## src/rtl/spi_tx_fifo.sv

```systemverilog
// Show-ahead 9-bit sample FIFO feeding the SPI transmitter; pops on the rising edge of rd_req.
// Optional high-water-mark output enabled by defining SPI_TX_FIFO_HWM_EN.
module spi_tx_fifo #(
  parameter int DEPTH    = 16,
  parameter int AFULL_TH = DEPTH - 2,
  parameter int AW       = $clog2(DEPTH)
) (
  input  logic          clk,
  input  logic          reset,
  input  logic [8:0]    wr_data,
  input  logic          wr_en,
  output logic          full,
  output logic          almost_full,
  input  logic          rd_req,
  output logic [8:0]    rd_data,
  output logic          empty,
  output logic          data_ready,
  output logic [AW:0]   level,
  output logic          overflow,
  input  logic          clr_overflow
`ifdef SPI_TX_FIFO_HWM_EN
  ,
  output logic [AW:0]   hwm
`endif
);

  localparam int LVL_W = AW + 1;

  logic [8:0]       mem [DEPTH];

  logic [AW-1:0]    wr_ptr_q, wr_ptr_d;
  logic [AW-1:0]    rd_ptr_q, rd_ptr_d;
  logic [LVL_W-1:0] level_q, level_d;
  logic             full_q, full_d;
  logic             empty_q, empty_d;
  logic             afull_q, afull_d;
  logic             overflow_q, overflow_d;
  logic             rd_req_q, rd_req_d;
  logic             pop_evt, push, pop;

  always_comb begin
    rd_req_d   = rd_req;
    pop_evt    = rd_req & ~rd_req_q;
    // Full/empty are the pre-edge flags, so a push into a full FIFO is dropped even if a pop frees a slot.
    push       = wr_en & ~full_q;
    pop        = pop_evt & ~empty_q;
    wr_ptr_d   = wr_ptr_q;
    rd_ptr_d   = rd_ptr_q;
    level_d    = level_q;
    overflow_d = overflow_q;

    if (push) wr_ptr_d = wr_ptr_q + AW'(1);
    if (pop)  rd_ptr_d = rd_ptr_q + AW'(1);

    case ({push, pop})
      2'b10:   level_d = level_q + LVL_W'(1);
      2'b01:   level_d = level_q - LVL_W'(1);
      default: level_d = level_q;
    endcase

    if (wr_en & full_q)    overflow_d = 1'b1;
    else if (clr_overflow) overflow_d = 1'b0;

    if (reset) begin
      wr_ptr_d   = '0;
      rd_ptr_d   = '0;
      level_d    = '0;
      overflow_d = 1'b0;
    end

    full_d  = (level_d == LVL_W'(DEPTH));
    empty_d = (level_d == '0);
    afull_d = (level_d >= LVL_W'(AFULL_TH));
  end

  always_ff @(posedge clk) begin
    wr_ptr_q   <= wr_ptr_d;
    rd_ptr_q   <= rd_ptr_d;
    level_q    <= level_d;
    full_q     <= full_d;
    empty_q    <= empty_d;
    afull_q    <= afull_d;
    overflow_q <= overflow_d;
    rd_req_q   <= rd_req_d;
  end

  // Storage is not cleared by reset; only the pointers are.
  always_ff @(posedge clk) begin
    if (push && !reset) mem[wr_ptr_q] <= wr_data;
  end

  assign rd_data     = mem[rd_ptr_q];
  assign level       = level_q;
  assign full        = full_q;
  assign empty       = empty_q;
  assign data_ready  = ~empty_q;
  assign almost_full = afull_q;
  assign overflow    = overflow_q;

`ifdef SPI_TX_FIFO_HWM_EN
  logic [LVL_W-1:0] hwm_q, hwm_d;

  // A clear restarts tracking from the post-update level, so a coincident push is still counted.
  always_comb begin
    hwm_d = (level_d > hwm_q) ? level_d : hwm_q;
    if (clr_overflow) hwm_d = level_d;
    if (reset)        hwm_d = '0;
  end

  always_ff @(posedge clk) begin
    hwm_q <= hwm_d;
  end

  assign hwm = hwm_q;
`endif

endmodule

```

## config.mk

```make
export PLATFORM = sky130hd
export DESIGN_NAME = spi_tx_fifo
export DESIGN_NICKNAME = d
export VERILOG_FILES = /design/src/rtl/spi_tx_fifo.sv
export SDC_FILE = /design/constraint.sdc
export NUM_CORES = 1
export LEC_CHECK = 0
export CORE_MARGIN = 2
export CORE_UTILIZATION = 46
export DETAILED_ROUTE_END_ITERATION = 8
export PLACE_DENSITY = 0.75
export SYNTH_ARGS = -nofsm -noshare
export SYNTH_HDL_FRONTEND = slang
export SYNTH_SLANG_ARGS = --single-unit
```

## constraint.sdc

```tcl
create_clock -name clk -period 7.3 [get_ports clk]
set_clock_uncertainty 0.05 [all_clocks]
set_input_delay 1.825 -clock clk [delete_from_list [all_inputs] [get_ports clk]]
set_output_delay 1.825 -clock clk [all_outputs]
set_load 0.01 [all_outputs]
```

==> results of run 1 <==
[per-stage QoR]
| stage | setup WS, ns | std cells | power (mW) | hold slack [ns] | utilization (%) |
|---|---|---|---|---|---|
| floorplan | 3.15 | 326 | 1.15 | 0.435 | - |
| global placement | 2.55 | 530 | 1.20 | 0.409 | 50.9 |
| detailed placement | 2.34 | 530 | 1.20 | 0.421 | 50.9 |
| CTS | 2.12 | 562 | 2.04 | 0.435 | 55.0 |
| global route | 2.03 | 562 | 2.08 | 0.461 | 55.0 |
| finish | 2.17 | 562 | 2.02 | 0.429 | 55.0 |
[placed cells by master (no fill, tap or decap), types with 2 or more instances in the layout]
master / count
a21oi_1: 5
buf_4: 8
clkbuf_16: 17
clkdlybuf4s50_1: 32
clkinv_4: 2
clkinv_8: 2
clkinvlp_4: 3
dfxtp_1: 21
edfxtp_1: 144
ha_1: 8
inv_1: 4
inv_6: 6
mux2i_1: 3
mux4_1: 32
mux4_2: 13
nand2_1: 9
nand2b_1: 2
nand4_1: 2
nor2_1: 36
nor2b_1: 4
nor3_1: 2
xnor2_1: 3
xor2_1: 8
[worst min path at each step]
| stage | from | end | slack, ns | cells after the start |
|---|---|---|---|---|
| 2_1_floorplan | rd_ptr_q[3] | flop | 0.43 | 2 |
| 3_3_place_gp | overflow | overflow | 0.41 | 2 |
| 3_5_place_dp | overflow | overflow | 0.42 | 2 |
| 4_1_cts | overflow | overflow | 0.43 | 2 |
| 5_1_grt | overflow | overflow | 0.46 | 2 |
| 6_report | overflow | overflow | 0.43 | 2 |
[power by group through the flow]
stage / Clock, mW / Combinational [mW] / Sequential [mW]
5_1_grt: 0.889 / 0.129 / 1.06
3_5_place_dp: 0 / 0.119 / 1.08
2_1_floorplan: 0 / 0.0764 / 1.07
4_1_cts: 0.855 / 0.119 / 1.06
3_3_place_gp: 0 / 0.114 / 1.08
6_report: 0.839 / 0.118 / 1.06
[kinds of logic after synthesis]
family	after synthesis	synth area share, %
compound gates	12	1.20
xor+xnor	11	1.46
fa+ha+maj	8	1.52
buf+inv	20	1.65
flops	166	72.4
mux	48	17.7
simple gates	61	4.14
[per-layer routing]
layer  up-vias  GRT usage, %  part of all wire [%]
li1       1426             -                     -
met1      1639          23.9                    43
met2       135          28.7                    49
met3        23          5.86                   6.4
met4         0          6.61                   1.8
met5         -             0                     0
[final cells by class]
type	instances	share of cell area [%]
flip-flops and latches	166	62.2
multi-input cells	140	22.3
clock buffers	17	5.55
repair buffers	40	4.96
well taps	180	2.94
clock inverters	15	1.84
inverters	4	0.196
[sequential cells by signal, indices dropped and copies added, names as in the netlist, named ones only]
name	count
mem	144
level	5
rd_ptr_q	4
wr_ptr_q	4
almost_full	1
empty	1
full	1
overflow	1
rd_req_q	1
[worst max-delay path, cell delays in order (launching register included)]
cell and delay, ns:
dfxtp_2 1.08, mux4_1 0.69, mux4_2 0.55, clkdlybuf4s50_1 0.51
==> impl_metrics.env, run 1 <==
export IMPL_antenna_found_initial=0
export IMPL_finalCriticalPeriod_ns=5.13
export IMPL_ys_types=33
export IMPL_drtIter0Drc=351
export IMPL_synthCells=326
export IMPL_p_int_mw=1.56
export IMPL_numCtsBuffers=17
export IMPL_cts_resized=0
export IMPL_dieWidth_um=124
export IMPL_async_flop_share_pct=0
export IMPL_synthTopCellsByCount="edfxtp_1, nor2_1, mux4_1"
export IMPL_syn_num_nets=348
export IMPL_setup_viol=0
export IMPL_syn2layout_area_growth_pct=16.4
export IMPL_diodes=0
export IMPL_core_area_sq_mm=0.0139
export IMPL_tightest_slew_ns=1.26
export IMPL_rsz0062_at_grt="false"
export IMPL_synth_warnings=0
export IMPL_grt_max_degree=37
export IMPL_synth_seq_area_share_pct=72.4
export IMPL_grt_pass1_wl_um=19200
export IMPL_io_buffers=32
export IMPL_htreeDepth=4
export IMPL_relSlewSlack_pct=15.7
export IMPL_outcome="finished, final reports clean"
export IMPL_rows=43
export IMPL_leakage_nw=2.49
export IMPL_final_period_utilization_pct=70.3
export IMPL_syn_cell_area_sq_mm=0.00659
export IMPL_initial_utilization_pct=47.3
export IMPL_combinationalPowerShare_pct=5.8
export IMPL_die_height_um=124
export IMPL_wire_per_inst_um=22.6
export IMPL_clkTransAtPathRegs_ns=0.06
export IMPL_drt_wl_total_um=12700
export IMPL_max_freq_ghz=0.195
export IMPL_grt_pass1_vias=3273
export IMPL_ioPinCount=33
export IMPL_r2r_setup_slack_ns=4.30
export IMPL_synth_top_cell_area_share_pct=65.7
export IMPL_synthTopCellsByArea="edfxtp_1, mux4_1, dfxtp_1"
export IMPL_drc=0
export IMPL_slew_viol_final=0
export IMPL_ys_seq_elements=166
export IMPL_synth_main_ff_cell="edfxtp_1"
export IMPL_p_sw_mw=0.462
export IMPL_multi_input_area_sq_mm=0.00171
export IMPL_path_class="reg2out"
export IMPL_n_fill_cell=1036
export IMPL_clockBufferDepth=2
export IMPL_dieArea_sq_mm=0.0153
export IMPL_cts_sinks=166
export IMPL_cp_data_required_time_ns=5.43
export IMPL_finalInstanceArea_sq_mm=0.00766
export IMPL_powerDensity_mw_per_mm2=263
export IMPL_cp_arrival_ns=3.26
export IMPL_tns_ns=0
export IMPL_cts_tree="built"
export IMPL_netSwitchingFraction_pct=22.9
export IMPL_yosysMostFrequentCell="edfxtp_1"
export IMPL_routed_via_density=5.73
export IMPL_r2r_start="empty"
export IMPL_hp_class="reg2reg"
export IMPL_synth_edff_count=144
export IMPL_placed_cell_area_sq_mm=0.00710
export IMPL_dr_pass1_iters=5
export IMPL_worstSkewPairLatency_ns=0.43
export IMPL_final_antenna_net_count=0
export IMPL_ff2ff_path_depth=9
export IMPL_vias=3223
export IMPL_cts_setup_buffers=0
export IMPL_synth_top_cell_by_area="edfxtp_1"
export IMPL_cp_max_fo=36
export IMPL_avgSynthCellArea_sq_um=20.2
export IMPL_critPathLaunchType="flop"
export IMPL_grt_usage_pct=18.2
export IMPL_ff_latch_area_sq_mm=0.00477
export IMPL_cts_hold_buf=0
export IMPL_overflow=0
export IMPL_ir_drop_mv=0.131
export IMPL_fin_nets=391
export IMPL_hold_viol=0
export IMPL_crit_end="rd_data[4]"
export IMPL_pwr_share_seq_pct=52.6
export IMPL_maxCapViolCount=0
export IMPL_root_buffer="clkbuf_16"
export IMPL_r2r_end="full"
export IMPL_dpl_hpwl_um=7590
export IMPL_layout_drive_gt1_share_pct=14.4
export IMPL_place_gp_congestion=0.712
export IMPL_clkPwrFrac_pct=41.6
export IMPL_end_kind="output pin"
Note: power is estimated with default switching activity, not from simulation.
==> run 2: changes to the inputs <==
- PLACE_DENSITY: 0.75 -> 0.77
- clock period: 7.3 -> 4.2 ns (I/O delays scaled with it)
==> impl_metrics.env, run 2 (synthesis gave the netlist of run 1 again) <==
export IMPL_drt_wl_total_um=12300
export IMPL_cts_tree="built"
export IMPL_final_core_util_pct=56.0
export IMPL_htreeDepth=4
export IMPL_leakage_nw=2.59
export IMPL_routed_via_density=5.44
export IMPL_cts_setup_buffers=0
export IMPL_total_power_mw=3.63
export IMPL_end_kind="output pin"
export IMPL_top_register="mem"
export IMPL_root_buffer="clkbuf_16"
export IMPL_slew_viol_final=0
export IMPL_dieWidth_um=124
export IMPL_dr_pass1_iters=4
export IMPL_min_from="overflow"
export IMPL_grt_max_degree=37
export IMPL_outcome="finished, final reports clean"
export IMPL_drtIter0Drc=334
export IMPL_ioPinCount=33
export IMPL_maxCapViolCount=0
export IMPL_rsz0062_at_grt="false"
export IMPL_ir_drop_mv=0.261
export IMPL_ff2ff_path_depth=10
export IMPL_antenna_found_initial=0
export IMPL_cts_hold_buf=0
export IMPL_io_buffers=32
export IMPL_drc=0
export IMPL_setup_viol=0
export IMPL_final_antenna_net_count=0
export IMPL_cp_data_required_time_ns=3.10
export IMPL_rows=43
export IMPL_numCtsBuffers=17
export IMPL_clockBufferDepth=2
export IMPL_grt_pass1_vias=3316
export IMPL_core_area_sq_mm=0.0139
export IMPL_grt_usage_pct=17.5
export IMPL_hold_viol=0
export IMPL_place_gp_congestion=0.786
export IMPL_fin_nets=404
export IMPL_grt_pass1_wl_um=18500
export IMPL_clkTransAtPathRegs_ns=0.06
export IMPL_final_common_cell="edfxtp_1"
export IMPL_powerDensity_mw_per_mm2=464
export IMPL_vias=3127
export IMPL_initial_utilization_pct=47.3
export IMPL_syn2layout_area_growth_pct=18.6
export IMPL_timing_final_ws_setup_ns=0.410
export IMPL_hold_end="overflow"
export IMPL_r2r_setup_slack_ns=1.61
export IMPL_dpl_hpwl_um=7380
export IMPL_n_fill_cell=1026
export IMPL_min_delay_path_depth=2
export IMPL_hp_class="reg2reg"
export IMPL_max_freq_ghz=0.264
export IMPL_largest_register_ffs=144
export IMPL_finalCriticalPeriod_ns=3.79
export IMPL_cp_arrival_ns=2.69
export IMPL_relSlewSlack_pct=51.4
export IMPL_cp_max_fo=36
export IMPL_dieArea_sq_mm=0.0153
export IMPL_critPathLaunchType="flop"
export IMPL_r2r_end="full"
export IMPL_layout_drive_gt1_share_pct=16.5
export IMPL_tightest_slew_ns=0.728
export IMPL_wire_per_inst_um=21.4
export IMPL_final_cell_mix="edfxtp_1, nor2_1, mux4_1, clkdlybuf4s50_1, dfxtp_1"
export IMPL_worstSkewPairLatency_ns=0.42
export IMPL_tns_ns=0
export IMPL_cts_resized=0
export IMPL_die_height_um=124
export IMPL_overflow=0
export IMPL_dp_slack_ns=0.434
export IMPL_path_class="reg2out"
export IMPL_final_period_utilization_pct=90.2
export IMPL_diodes=0
export IMPL_cts_sinks=166
export IMPL_r2r_start="empty"
run 2: cell count changes in the layout (fill, tap and decap cells not counted):
| cell | delta |
|---|---|
| clkbuf_1 | +1 |
| clkinvlp_4 | -2 |
| buf_12 | +1 |
| clkinv_2 | +1 |
| inv_6 | -3 |
| inv_8 | +1 |
| clkinv_1 | +2 |
| buf_4 | +12 |
| clkinv_8 | -2 |
| clkinv_4 | -1 |
| bufinv_16 | +3 |
run 2: worst max-delay path, cell delays in order (launching register included):
cell	delay [ns]
dfxtp_2	0.34
buf_12	0.25
mux4_1	0.61
mux4_2	0.52
clkdlybuf4s50_1	0.51
run 2: routing by layer:
| metal | vias up | part of all wire (%) | wire length, um | global-route usage (%) |
|---|---|---|---|---|
| met2 | 94 | 50 | 6190 | 28.5 |
| li1 | 1447 | - | - | - |
| met5 | - | 0 | 0 | 0 |
| met4 | 0 | 1.8 | 223 | 7.60 |
| met3 | 16 | 5.6 | 685 | 4.67 |
| met1 | 1570 | 42 | 5180 | 22.4 |
run 2: where the power goes:
| part | internal (mW) | leakage [nW] | switching, mW |
|---|---|---|---|
| logic | 0.117 | 0.822 | 0.108 |
| clock network | 0.942 | 0.294 | 0.627 |
| registers | 1.81 | 1.48 | 0.0184 |
| total | 2.87 | 2.59 | 0.753 |
run 2: area by class of cell:
cell class	count	area, sq um	area share (%)
clock buffers	18	429	5.50
clock inverters	14	173	2.21
inverters	4	15.0	0.192
multi-input cells	140	1710	21.9
flip-flops and latches	166	4770	61.0
well taps	180	225	2.88
repair buffers	53	490	6.28
run 2: how the worst max path moves through the flow:
stage            endpoint  slack (ns)  cells after the start
4_1_cts        rd_data[5]        0.37                      4
3_3_place_gp         full        0.66                     11
5_1_grt        rd_data[5]        0.35                      4
3_5_place_dp         full        0.43                     11
2_1_floorplan        full        0.82                     10
6_report       rd_data[5]        0.41                      4
run 2: metrics by stage:
step	area [sq um]	cells	hold WS, ns
global route	7810	575	0.456
detailed placement	7210	543	0.428
CTS	7810	575	0.440
global placement	7210	543	0.411
finish	7810	575	0.433
floorplan	6590	326	0.435
==> run 3: changes to the inputs <==
- PLACE_DENSITY: 0.77 -> 0.66
==> impl_metrics.env, run 3 (synthesis gave the netlist of run 1 again) <==
export IMPL_dieArea_sq_mm=0.0153
export IMPL_cts_sinks=166
export IMPL_hp_class="reg2reg"
export IMPL_rows=43
export IMPL_critPathTopFamily="multiplexers"
export IMPL_final_antenna_net_count=0
export IMPL_r2r_start="empty"
export IMPL_antenna_found_initial=0
export IMPL_fin_nets=404
export IMPL_dr_pass1_iters=4
export IMPL_vias=3208
export IMPL_dp_slack_ns=0.533
export IMPL_syn2layout_area_growth_pct=18.0
export IMPL_overflow=0
export IMPL_final_period_utilization_pct=94.6
export IMPL_critical_path_buf_inv_count=2
export IMPL_critPathSlowestCell="mux4_1"
export IMPL_root_buffer="clkbuf_16"
export IMPL_dpl_hpwl_um=7950
export IMPL_hold_viol=0
export IMPL_initial_utilization_pct=47.3
export IMPL_crit_chain="buf_12, mux4_1, mux4_2, clkdlybuf4s50_1"
export IMPL_timing_final_ws_setup_ns=0.226
export IMPL_die_height_um=124
export IMPL_cts_tree="built"
export IMPL_worstSkewPairLatency_ns=0.42
export IMPL_cts_hold_buf=0
export IMPL_r2r_setup_slack_ns=1.73
export IMPL_grt_pass1_vias=3233
export IMPL_grt_usage_pct=18.4
export IMPL_cts_setup_buffers=0
export IMPL_io_buffers=32
export IMPL_tns_ns=0
export IMPL_leakage_nw=2.57
export IMPL_slew_viol_final=0
export IMPL_min_from="overflow"
export IMPL_drt_wl_total_um=12800
export IMPL_end_kind="output pin"
export IMPL_numCtsBuffers=17
export IMPL_outcome="finished, final reports clean"
export IMPL_dieWidth_um=124
export IMPL_final_common_cell="edfxtp_1"
export IMPL_finalCriticalPeriod_ns=3.97
export IMPL_cts_resized=0
export IMPL_ir_drop_mv=0.242
export IMPL_top_register="mem"
export IMPL_grt_max_degree=37
export IMPL_setup_viol=0
export IMPL_critPathLaunchType="flop"
export IMPL_maxCapViolCount=0
export IMPL_drtIter0Drc=285
export IMPL_final_cell_mix="edfxtp_1, nor2_1, mux4_1, clkdlybuf4s50_1, dfxtp_1"
export IMPL_path_class="reg2out"
export IMPL_clkTransAtPathRegs_ns=0.06
export IMPL_cp_data_required_time_ns=3.10
export IMPL_grt_pass1_wl_um=19300
export IMPL_largest_register_ffs=144
export IMPL_core_area_sq_mm=0.0139
export IMPL_powerDensity_mw_per_mm2=453
export IMPL_cp_max_fo=25
export IMPL_cpPeakStageDelay_ns=0.61
export IMPL_place_gp_congestion=0.695
export IMPL_relSlewSlack_pct=48.6
export IMPL_cp_arrival_ns=2.87
export IMPL_diodes=0
export IMPL_max_freq_ghz=0.252
export IMPL_drc=0
export IMPL_clockBufferDepth=2
export IMPL_htreeDepth=4
export IMPL_layout_drive_gt1_share_pct=16.2
export IMPL_wire_per_inst_um=22.3
export IMPL_rsz0062_at_grt="false"
export IMPL_ioPinCount=33
export IMPL_routed_via_density=5.58
export IMPL_tightest_slew_ns=0.770
[run 3: cell count changes in the layout (fill, tap and decap cells not counted), sizes merged]
| cell | previous run | this run |
|---|---|---|
| inv | 9 | 5 |
| clkbuf | 18 | 17 |
| clkinvlp | 1 | 2 |
| bufinv | 3 | 2 |
| clkinv | 5 | 10 |
[run 3: through the flow]
| stage | hold WS (ns) | utilization (%) | instances | area [sq um] | total power, mW |
|---|---|---|---|---|---|
| 4_1_cts | 0.436 | 55.8 | 575 | 7770 | 3.56 |
| 3_3_place_gp | 0.408 | 51.7 | 543 | 7210 | 2.09 |
| 3_5_place_dp | 0.425 | 51.7 | 543 | 7210 | 2.09 |
| 5_1_grt | 0.463 | 55.8 | 575 | 7770 | 3.64 |
| 2_1_floorplan | 0.435 | - | 326 | 6590 | 2.00 |
| 6_report | 0.433 | 55.8 | 575 | 7770 | 3.52 |
[run 3: path summary, 6_finish.rpt]
path | to | cells after the start
worst max-delay path | rd_data[0] | 4
worst max register to register | full | 10
worst min-delay path | overflow | 2
worst min register to register | overflow | 2
[run 3: report_power, final]
| part | internal, mW | switching, mW |
|---|---|---|
| sequential | 1.81 | 0.0225 |
| combinational | 0.117 | 0.104 |
| clock | 0.864 | 0.598 |
| total | 2.79 | 0.725 |
[run 3: final cells by class]
class	instances	area (sq um)
flip-flops and latches	166	4770
well taps	180	225
inverters	4	15.0
repair buffers	53	490
clock buffers	17	425
multi-input cells	140	1710
fillers	1055	6160
clock inverters	15	136
[run 3: metal layers]
metal | share of wire [%] | GRT usage [%] | wire length, um
met2 | 52 | 30.9 | 6640
met3 | 6.5 | 4.44 | 828
met5 | 0 | 0 | 0
met1 | 41 | 23.1 | 5230
met4 | 1.0 | 7.67 | 129
[run 3: worst reg2reg max path: stages (launching register included)]
cell and delay (ns):
dfxtp_1 0.33, nor3b_1 0.18, buf_4 0.18, ha_1 0.31
xor2_1 0.12, ha_1 0.23, a21oi_1 0.15, mux2i_1 0.24
xor2_1 0.27, nand2_1 0.08, nor4b_1 0.23
